--- config.mk ---
export PLATFORM = sky130hd
export DESIGN_NAME = skid_fifo_flat
export DESIGN_NICKNAME = d
export VERILOG_FILES = /design/src/rtl/skid_fifo_if.sv /design/src/rtl/skid_fifo.sv /design/src/flat_wrapper.sv
export SDC_FILE = /design/constraint.sdc
export NUM_CORES = 1
export LEC_CHECK = 0
export BUFFER_PORTS_ARGS = -buffer_cell sky130_fd_sc_hd__buf_2
export CORE_AREA = 2 2 129 100
export CTS_BUF_LIST = sky130_fd_sc_hd__clkbuf_4 sky130_fd_sc_hd__clkbuf_8 sky130_fd_sc_hd__clkbuf_16
export DETAILED_ROUTE_END_ITERATION = 8
export DIE_AREA = 0 0 131 102
export GPL_ROUTABILITY_DRIVEN = 0
export PLACE_DENSITY = 0.74
export SETUP_SLACK_MARGIN = 0.1
export SYNTH_ARGS = -nofsm -noshare
export SYNTH_HDL_FRONTEND = slang
export SYNTH_SLANG_ARGS = --single-unit
--- constraint.sdc ---
create_clock -name i_clock -period 2.5 [get_ports i_clock]
set_clock_uncertainty 0.05 [all_clocks]
set_input_delay 0.375 -clock i_clock [delete_from_list [all_inputs] [get_ports i_clock]]
set_output_delay 0.375 -clock i_clock [all_outputs]
set_load 0.03 [all_outputs]
--- src/rtl/skid_fifo_if.sv ---
// Ready/valid handshake bundle for skid_fifo. The almost-full/empty flags exist only when
// SKID_FIFO_ALMOST_FLAGS_EN is defined.
interface skid_fifo_if #(
  parameter int unsigned DATA_WIDTH  = 32,
  parameter int unsigned DEPTH       = 4,
  parameter int unsigned COUNT_WIDTH = $clog2(DEPTH + 1)
);
  logic                   i_clear;
  logic [DATA_WIDTH-1:0]  i_data;
  logic                   i_input_valid;
  logic                   o_input_ready;
  logic [DATA_WIDTH-1:0]  o_data;
  logic                   o_output_valid;
  logic                   i_output_ready;
  logic                   o_accept;
  logic                   o_transmit;
  logic [COUNT_WIDTH-1:0] o_count;
`ifdef SKID_FIFO_ALMOST_FLAGS_EN
  logic                   o_almost_full;
  logic                   o_almost_empty;
`endif

  modport master (
`ifdef SKID_FIFO_ALMOST_FLAGS_EN
    input  o_almost_full,
    input  o_almost_empty,
`endif
    output i_clear,
    output i_data,
    output i_input_valid,
    output i_output_ready,
    input  o_input_ready,
    input  o_data,
    input  o_output_valid,
    input  o_accept,
    input  o_transmit,
    input  o_count
  );

  modport slave (
`ifdef SKID_FIFO_ALMOST_FLAGS_EN
    output o_almost_full,
    output o_almost_empty,
`endif
    input  i_clear,
    input  i_data,
    input  i_input_valid,
    input  i_output_ready,
    output o_input_ready,
    output o_data,
    output o_output_valid,
    output o_accept,
    output o_transmit,
    output o_count
  );
endinterface

--- src/rtl/skid_fifo.sv ---
// Elastic ready/valid FIFO: registered head word plus a (DEPTH-1)-entry circular buffer.
// Optional almost-full/almost-empty flags are enabled with SKID_FIFO_ALMOST_FLAGS_EN.
module skid_fifo #(
  parameter int unsigned DATA_WIDTH  = 32,
  parameter int unsigned DEPTH       = 4,
  parameter int unsigned COUNT_WIDTH = $clog2(DEPTH + 1)
`ifdef SKID_FIFO_ALMOST_FLAGS_EN
  ,
  parameter int unsigned AFULL_LEVEL  = DEPTH - 1,
  parameter int unsigned AEMPTY_LEVEL = 1
`endif
) (
  input logic        i_clock,
  input logic        i_aresetn,
  skid_fifo_if.slave bus
);
  localparam int unsigned BufDepth = DEPTH - 1;
  localparam int unsigned PtrWidth = (BufDepth > 1) ? $clog2(BufDepth) : 1;
  typedef logic [PtrWidth-1:0] ptr_t;
  localparam ptr_t PtrLast = ptr_t'(BufDepth - 1);

  logic [DATA_WIDTH-1:0]  mem_q [BufDepth];
  logic [DATA_WIDTH-1:0]  head_q, head_d;
  ptr_t                   rd_ptr_q, rd_ptr_d, wr_ptr_q, wr_ptr_d;
  logic [COUNT_WIDTH-1:0] count_q, count_d;
  logic                   valid_q, ready_q;
  logic                   accept, transmit, buf_empty, mem_we;

  function automatic ptr_t ptr_inc(ptr_t p);
    return (p == PtrLast) ? '0 : p + ptr_t'(1);
  endfunction

  assign accept    = bus.i_input_valid && ready_q;
  assign transmit  = valid_q && bus.i_output_ready;
  // Buffer holds count-1 words whenever the head is occupied.
  assign buf_empty = (count_q < COUNT_WIDTH'(2));
  assign count_d   = count_q + COUNT_WIDTH'(accept) - COUNT_WIDTH'(transmit);

  always_comb begin
    head_d   = head_q;
    rd_ptr_d = rd_ptr_q;
    wr_ptr_d = wr_ptr_q;
    mem_we   = 1'b0;
    if (accept && (!valid_q || (transmit && buf_empty))) begin
      head_d = bus.i_data;
    end else begin
      if (transmit && !buf_empty) begin
        head_d   = mem_q[rd_ptr_q];
        rd_ptr_d = ptr_inc(rd_ptr_q);
      end
      if (accept) begin
        mem_we   = 1'b1;
        wr_ptr_d = ptr_inc(wr_ptr_q);
      end
    end
  end

  always_ff @(posedge i_clock or negedge i_aresetn) begin
    if (!i_aresetn) begin
      head_q   <= '0;
      rd_ptr_q <= '0;
      wr_ptr_q <= '0;
      count_q  <= '0;
      valid_q  <= 1'b0;
      ready_q  <= 1'b0;
    end else if (bus.i_clear) begin
      head_q   <= '0;
      rd_ptr_q <= '0;
      wr_ptr_q <= '0;
      count_q  <= '0;
      valid_q  <= 1'b0;
      ready_q  <= 1'b1;
    end else begin
      head_q   <= head_d;
      rd_ptr_q <= rd_ptr_d;
      wr_ptr_q <= wr_ptr_d;
      count_q  <= count_d;
      valid_q  <= (count_d != '0);
      ready_q  <= (count_d != COUNT_WIDTH'(DEPTH));
    end
  end

  always_ff @(posedge i_clock or negedge i_aresetn) begin
    if (!i_aresetn) begin
      for (int i = 0; i < int'(BufDepth); i++) mem_q[i] <= '0;
    end else if (bus.i_clear) begin
      for (int i = 0; i < int'(BufDepth); i++) mem_q[i] <= '0;
    end else if (mem_we) begin
      mem_q[wr_ptr_q] <= bus.i_data;
    end
  end

`ifdef SKID_FIFO_ALMOST_FLAGS_EN
  logic afull_q, aempty_q;

  always_ff @(posedge i_clock or negedge i_aresetn) begin
    if (!i_aresetn) begin
      afull_q  <= 1'b0;
      aempty_q <= 1'b1;
    end else if (bus.i_clear) begin
      afull_q  <= 1'b0;
      aempty_q <= 1'b1;
    end else begin
      afull_q  <= (count_d >= COUNT_WIDTH'(AFULL_LEVEL));
      aempty_q <= (count_d <= COUNT_WIDTH'(AEMPTY_LEVEL));
    end
  end

  assign bus.o_almost_full  = afull_q;
  assign bus.o_almost_empty = aempty_q;
`endif

  assign bus.o_data         = head_q;
  assign bus.o_output_valid = valid_q;
  assign bus.o_input_ready  = ready_q;
  assign bus.o_count        = count_q;
  assign bus.o_accept       = accept;
  assign bus.o_transmit     = transmit;
endmodule
--- src/flat_wrapper.sv ---
// flat-port wrapper written by rule: the top's interface ports become plain ports
module skid_fifo_flat 
#(
  parameter int unsigned DATA_WIDTH  = 32,
  parameter int unsigned DEPTH       = 4,
  parameter int unsigned COUNT_WIDTH = $clog2(DEPTH + 1)

)
  (i_clock, i_aresetn, bus_i_clear, bus_i_data, bus_i_input_valid, bus_i_output_ready, bus_o_input_ready, bus_o_data, bus_o_output_valid, bus_o_accept, bus_o_transmit, bus_o_count);
  skid_fifo_if #(.DATA_WIDTH(DATA_WIDTH), .DEPTH(DEPTH), .COUNT_WIDTH(COUNT_WIDTH)) bus_i ();
  input logic i_clock;
  input logic i_aresetn;
  input wire logic [$bits(bus_i.i_clear)-1:0] bus_i_clear;
  input wire logic [$bits(bus_i.i_data)-1:0] bus_i_data;
  input wire logic [$bits(bus_i.i_input_valid)-1:0] bus_i_input_valid;
  input wire logic [$bits(bus_i.i_output_ready)-1:0] bus_i_output_ready;
  output wire logic [$bits(bus_i.o_input_ready)-1:0] bus_o_input_ready;
  output wire logic [$bits(bus_i.o_data)-1:0] bus_o_data;
  output wire logic [$bits(bus_i.o_output_valid)-1:0] bus_o_output_valid;
  output wire logic [$bits(bus_i.o_accept)-1:0] bus_o_accept;
  output wire logic [$bits(bus_i.o_transmit)-1:0] bus_o_transmit;
  output wire logic [$bits(bus_i.o_count)-1:0] bus_o_count;
  assign bus_i.i_clear = bus_i_clear;
  assign bus_i.i_data = bus_i_data;
  assign bus_i.i_input_valid = bus_i_input_valid;
  assign bus_i.i_output_ready = bus_i_output_ready;
  assign bus_o_input_ready = bus_i.o_input_ready;
  assign bus_o_data = bus_i.o_data;
  assign bus_o_output_valid = bus_i.o_output_valid;
  assign bus_o_accept = bus_i.o_accept;
  assign bus_o_transmit = bus_i.o_transmit;
  assign bus_o_count = bus_i.o_count;
  skid_fifo #(.DATA_WIDTH(DATA_WIDTH), .DEPTH(DEPTH), .COUNT_WIDTH(COUNT_WIDTH)) u_core (.i_clock(i_clock), .i_aresetn(i_aresetn), .bus(bus_i));
endmodule
# Yosys cells after proc, flatten, opt, wreduce, memory -nomap -nowiden
# Index checks and enable logic that the tools add are counted.
# Widths: inputs -> output; s select.
[word_totals]
reg_bits = 137
input_bits = 37
output_inout_bits = 39
word_cells = 63
[op_classes]
addsub = 4
order_cmp = 4
eq_ne = 4
muxes = 24
n_bitwise = 2
reduce_logical = 16
[ops]
columns = ["op", "n"]
rows = [
  ["$mux 32", 6],
  ["$mux 96", 2],
  ["$bwmux 96", 1],
  ["$bmux 32 s2", 1],
  ["$demux 32 s2", 1],
  ["$mux 2", 8],
  ["$ge 3x3->1 const B", 2],
  ["$logic_and 1x1->1", 6],
  ["$not 2->3", 2],
  ["$reduce_bool 2->1", 3],
  ["$reduce_bool 3->1", 2],
  ["$add 2x1->2 const B", 2],
  ["$eq 2x2->1 const B", 2],
  ["$mux 1", 4],
  ["$reduce_and 2->1", 2],
  ["$add 3x1->3", 1],
  ["$lt 3x1->1 const B", 1],
  ["$lt 3x2->1 const B", 1],
  ["$mux 3", 1],
  ["$ne 3x3->1 const B", 1],
  ["$sub 3x1->3", 1],
  ["$logic_not 1->1", 2],
  ["$ne 2x2->1 const B", 1],
  ["$logic_or 1x1->1", 1],
]

# Longest topological paths before layout
[depth]
depth_word = 8
ltp_mapped = 10
ltp_nobuf = 9

# Worst setup path before layout
# OpenSTA, ideal clock, no wires.
[synth_path]
kind = "flip-flop to flip-flop"
start = "register u_core.ready_q, in the netlist u_core.bus.o_input_ready"
end = "register u_core.valid_q, in the netlist u_core.bus.o_output_valid"
setup_time_ps = 136
t_arrival_ps = 2264
required_ps = 2314
slack_ps = 49
path_stages_with_launch = 10
path_buffers = 1
synth_period_minus_slack_ps = 2451
path_cell_list = "dfrtp_1 -> nand2_1 -> buf_4 -> clkinv_1 -> xnor2_1 -> ha_1 -> inv_1 -> fa_1 -> nor2b_1 -> a21oi_1"
[synth_between]
elab_chain_cells = 5
[synth_rtl]
columns = ["item", "line", "text"]
rows = [
  ["start, declared", "skid_fifo.sv:26", "logic valid_q, ready_q;"],
  ["start signal, assigned", "skid_fifo.sv:79", "ready_q <= (count_d != COUNT_WIDTH'(DEPTH));"],
  ["$logic_and 1x1->1", "skid_fifo.sv:33", "assign accept = bus.i_input_valid && ready_q;"],
  ["named net bus_o_accept", "flat_wrapper.sv:20", "output wire logic [$bits(bus_i.o_accept)-1:0] bus_o_accept;"],
  ["$add 3x1->3", "skid_fifo.sv:37", "assign count_d = count_q + COUNT_WIDTH'(accept) - COUNT_WIDTH'(transmit);"],
  ["$sub 3x1->3", "skid_fifo.sv:37", ""],
  ["$reduce_bool 3->1", "skid_fifo.sv:78", "valid_q <= (count_d != '0);"],
  ["$mux 1", "skid_fifo.sv:66", "end else if (bus.i_clear) begin"],
  ["end signal, assigned", "skid_fifo.sv:78", ""],
  ["end, declared", "skid_fifo.sv:26", ""],
]
# The timed path passes the listed nets, and every way through them passes these cells.
# A chain may end at the register's enable or synchronous reset.

# Worst setup path after layout
[layout_path]
start = "register u_core.count_q[1], in the netlist u_core.bus.o_count[1]"
end = "register u_core.mem_q[4] (netlist bit)"
[layout_between]
elab_chain_cells = 6
[layout_rtl]
columns = ["item", "line", "text"]
rows = [
  ["start, declared", "skid_fifo.sv:25", "logic [COUNT_WIDTH-1:0] count_q, count_d;"],
  ["start signal, assigned", "skid_fifo.sv:77", "count_q <= count_d;"],
  ["$lt 3x2->1", "skid_fifo.sv:36", "assign buf_empty = (count_q < COUNT_WIDTH'(2));"],
  ["$logic_and 1x1->1", "skid_fifo.sv:44", "if (accept && (!valid_q || (transmit && buf_empty))) begin"],
  ["$logic_or 1x1->1", "skid_fifo.sv:44", ""],
  ["$logic_and 1x1->1", "skid_fifo.sv:44", ""],
  ["$mux 1", "skid_fifo.sv:44", ""],
  ["$reduce_bool 2->1 (no source line)", "n/a", ""],
  ["end signal, assigned by index", "skid_fifo.sv:89", "mem_q[wr_ptr_q] <= bus.i_data;"],
  ["end, declared", "skid_fifo.sv:22", "logic [DATA_WIDTH-1:0] mem_q [BufDepth];"],
]
# Every way passes these cells.

==> reports/qor_table.md <==
| Quantity | This run |
|:---|:---|
| Clock latency reported for the late side of the worst-skew pair | 0.41 ns |
| Vias per cell | 5.92 |
| Setup repair after global routing missed its margin | false |
| Clock power frac | 31.5% |
| Data required time of the worst path | 2.69 ns |
| Slew at the pin with the worst max-slew slack | 0.845 ns |
| Vias | 5692 |
| Pin count of the biggest net entering global routing | 80 |
| Flop2flop setup slack | 0.33 ns |
| Residual antenna-violating net count after detailed routing | 0 |
| Final standard cell count with taps included and fillers excluded | 962 |
| Yosys synthesis warning count | 0 |
| Slew HR | 43.6% |
| Maxcap violations | 0 |
| Standard cell core area | 12000 µm² |
| Area enclosed by the die boundary | 13400 µm² |
| Instance count of the mapped netlist | 727 |
| Number of antenna violations at the first check in global routing | 0 |
| Design internal power | 4.74 mW |
| Number of global-route vias before repair | 5870 |
| Row count | 35 |
| Sw Pwr | 2.77 mW |
| Synth Flop Type | dfrtp_1 |
| Post-route fraction of the period consumed by the critical path | 86.9% |
| Crit path cell chain | inv_1, ha_1, a21boi_2, buf_4, nand4_1, buf_4, nand2_1, a21oi_1 |
| Reported leakage power | 3.21 nW |
| TritonCTS buffer count | 17 |
| Floorplan die height | 102 µm |
| Worst hold path type | primary input to flop |
| CTS tree | built |
| Share of cells above drive strength 1 | 17.6% |
| CP endpoint kind | flop |
| EDFF count, synth | 0 |
| Number of synthesized register bits | 137 |
| Final routed wire length divided by cell count | 17.9 µm |
| Post-synth net total | 767 |
| Number of failing setup endpoints in the final timing report | 0 |
| Count of antenna diodes in the layout | 0 |
| Average cell area after synthesis | 8.93 µm² |
| Initial Util | 53.9% |
| Pwr dens | 997 nW/µm² |
| Combinational fraction of design power | 33.0% |
| Setup TNS | 0 ns |
| Clock Tree Root | clkbuf_16 |
| CP Launch Type | flop |
| Peak Freq | 0.460 GHz |
| Maximum level of the CTS H-tree | 4 |
| Switching part of the total power | 36.9% |
| Synth async-reset ratio | 100% |
| Clock transition at the registers of the reported paths | 0.06 ns |
| Total routed wirelength | 17200 µm |
| Status | finished, final reports clean |
| Final layout net count | 825 |
| Number of resized instances in the post-cts repair step | 0 |
| Leftover overflow at the end of global routing | 0 |
| Slowest cell on the critical path | buf_4 |
| Cell Count Post-Placement | 931 |
| Critical path buffer and inverter count | 3 |
| Dominant delay contributor by cell family on the critical path | buffers and inverters |
| Overall power of the completed layout | 7.51 mW |
| 1st-iter DRT viols | 540 |
| Maximum ir drop on the vdd rail | 0.681 mV |
| Post-synth cell types | 27 |
| Layout overhead on the synthesized area | 16.1% |
| Pre-antenna DRT Iters | 5 |
| Num ports | 76 |
| Placed wire-length estimate | 10400 µm |
| Wire length of the first global-routing pass | 28600 µm |
| Max Root-Sink Buffers | 2 |
| Data arrival time of the worst path | 2.36 ns |
| Sequential group share of total power | 35.5% |
| IO Port Bufs | 75 |
| Most common cell type on the critical path | buf_4 |
| Total global-route track usage | 27.8% |
| Critical Path Fanout Max | 34 |
| Number of clock sinks seen by CTS | 137 |
| Chip width | 131 µm |
| Crit path kind | flop to flop |
| Total count of hold-check failures in the final report | 0 |
| Sequential area share after synthesis | 52.8% |
| Post-DP Area | 6980 µm² |
| Utilization after layout | 62.6% |
| Mapped Area | 6490 µm² |
| Final std cell area, no fill | 7540 µm² |
| Final critical-path required period | 2.17 ns |
| Total count of max-transition violations in the final report | 0 |
| Maximum single-stage delay on the critical path | 0.40 ns |
| Count of unresolved DRC violations after routing | 0 |
-- cell families (layout without fill, tap and decap cells) --
| logic type | after synthesis | after routing | share of synthesized area [%] |
|---|---|---|---|
| AND/OR/NAND/NOR | 251 | 251 | 15.7 |
| buffers and inverters | 100 | 169 | 7.34 |
| multiplexers | 32 | 32 | 4.93 |
| AO/OA/AOI/OAI | 202 | 202 | 18.3 |
| XOR/XNOR | 2 | 2 | 0.270 |
| flip-flops | 137 | 137 | 52.8 |
| adder cells (fa/ha/maj) | 3 | 3 | 0.694 |
-- through the flow --
stage                     hold slack (ns)  worst slack (ns)
after floorplan                    0.0294             0.247
after global placement              0.385             0.449
after detailed placement            0.400             0.322
after CTS                           0.162             0.324
after global routing                0.168             0.160
final                               0.179             0.326
-- area by class of cell --
type                       count  area (µm²)
timing repair buffer         101         613
sequential                   137        3430
clock buffer                  22         482
inverter                      38         144
clock inverter                 8        72.6
tap                          166         208
multi-input combinational    490        2590
fill                        1010        4500
-- cell usage after synthesis, types with 2 or more instances --
library cell	count	area, µm²
dfrtp_1	137	3430
or4_4	2	22.5
nor4_4	2	42.5
clkbuf_1	27	101
nor2_1	39	146
o21ai_0	2	10.0
o32ai_1	32	280
a21oi_1	134	671
buf_2	21	105
buf_6	8	90.1
inv_1	37	139
o22ai_1	32	200
nor2b_1	4	25.0
ha_1	2	25.0
buf_4	4	30.0
mux2i_1	32	320
nand2_1	199	747
buf_1	2	7.51
nand2b_1	2	12.5
xnor2_1	2	17.5
-- worst reg2reg max path: stages (launching register included) --
cell and delay (ns):
dfrtp_1 0.39, inv_1 0.06, ha_1 0.28, a21boi_2 0.21
buf_4 0.40, nand4_1 0.19, buf_4 0.24, nand2_1 0.10
a21oi_1 0.09
-- sequential cells by signal, summed over array words and instances, names as in the netlist --
register	cells
u_core.mem_q	96
u_core.bus.o_count	3
u_core.bus.o_data	32
u_core.rd_ptr_q	2
u_core.bus.o_output_valid	1
u_core.bus.o_input_ready	1
u_core.wr_ptr_q	2
-- repair_timing --
action,4_1_cts,5_1_grt
buffers inserted,0,0
endpoints found under the hold margin,43,0
hold buffers,1,0
-- power groups by stage --
stage	Sequential (mW)	Combinational, mW	Clock (mW)
after global placement	2.68	2.40	0
after global routing	2.70	2.72	2.51
after floorplan	3.04	1.39	0
final	2.66	2.48	2.37
after detailed placement	2.70	2.46	0
after CTS	2.66	2.47	2.39
-- placed cells by master (no fill, tap or decap), drive strengths merged --
cell,netlist,final
o21ai,2,2
clkbuf,27,22
nor4,2,2
o32ai,32,32
dlygate4sd3,0,1
or4,2,2
nand2b,2,2
bufinv,0,1
clkinvlp,0,3
nand4,1,1
inv,37,37
o22ai,32,32
ha,2,2
nor2b,4,4
xnor2,2,2
and4,1,1
a21boi,1,1
clkinv,1,5
or2,1,1
mux2i,32,32
a21oi,134,134
buf,35,100
nor2,39,39
fa,1,1
a21bo,1,1
nand2,199,199
dfrtp,137,137
-- routing by layer --
metal / up-vias / part of all wire (%) / global-route usage, %
met1: 2880 / 45 / 37.5
met3: 26 / 5.9 / 5.97
met4: 0 / 1.4 / 10.3
met2: 222 / 48 / 44.7
met5: - / 0 / 0
li1: 2564 / - / -
-- final timing paths --
kind / endpoint / cells after the start / start
setup reg to reg: u_core.mem_q[4] / 8 / u_core.bus.o_count[1]
min in group asynchronous: u_core.bus.o_count[0] / 2 / i_aresetn
hold reg to reg: u_core.bus.o_data[23] / 2 / u_core.bus.o_data[23]
max in group asynchronous: u_core.mem_q[49] / 3 / i_aresetn
setup / recovery: u_core.mem_q[4] / 8 / u_core.bus.o_count[1]
hold / removal: u_core.mem_q[13] / 3 / bus_i_data[13]
Power figures use the tool's default switching activity.
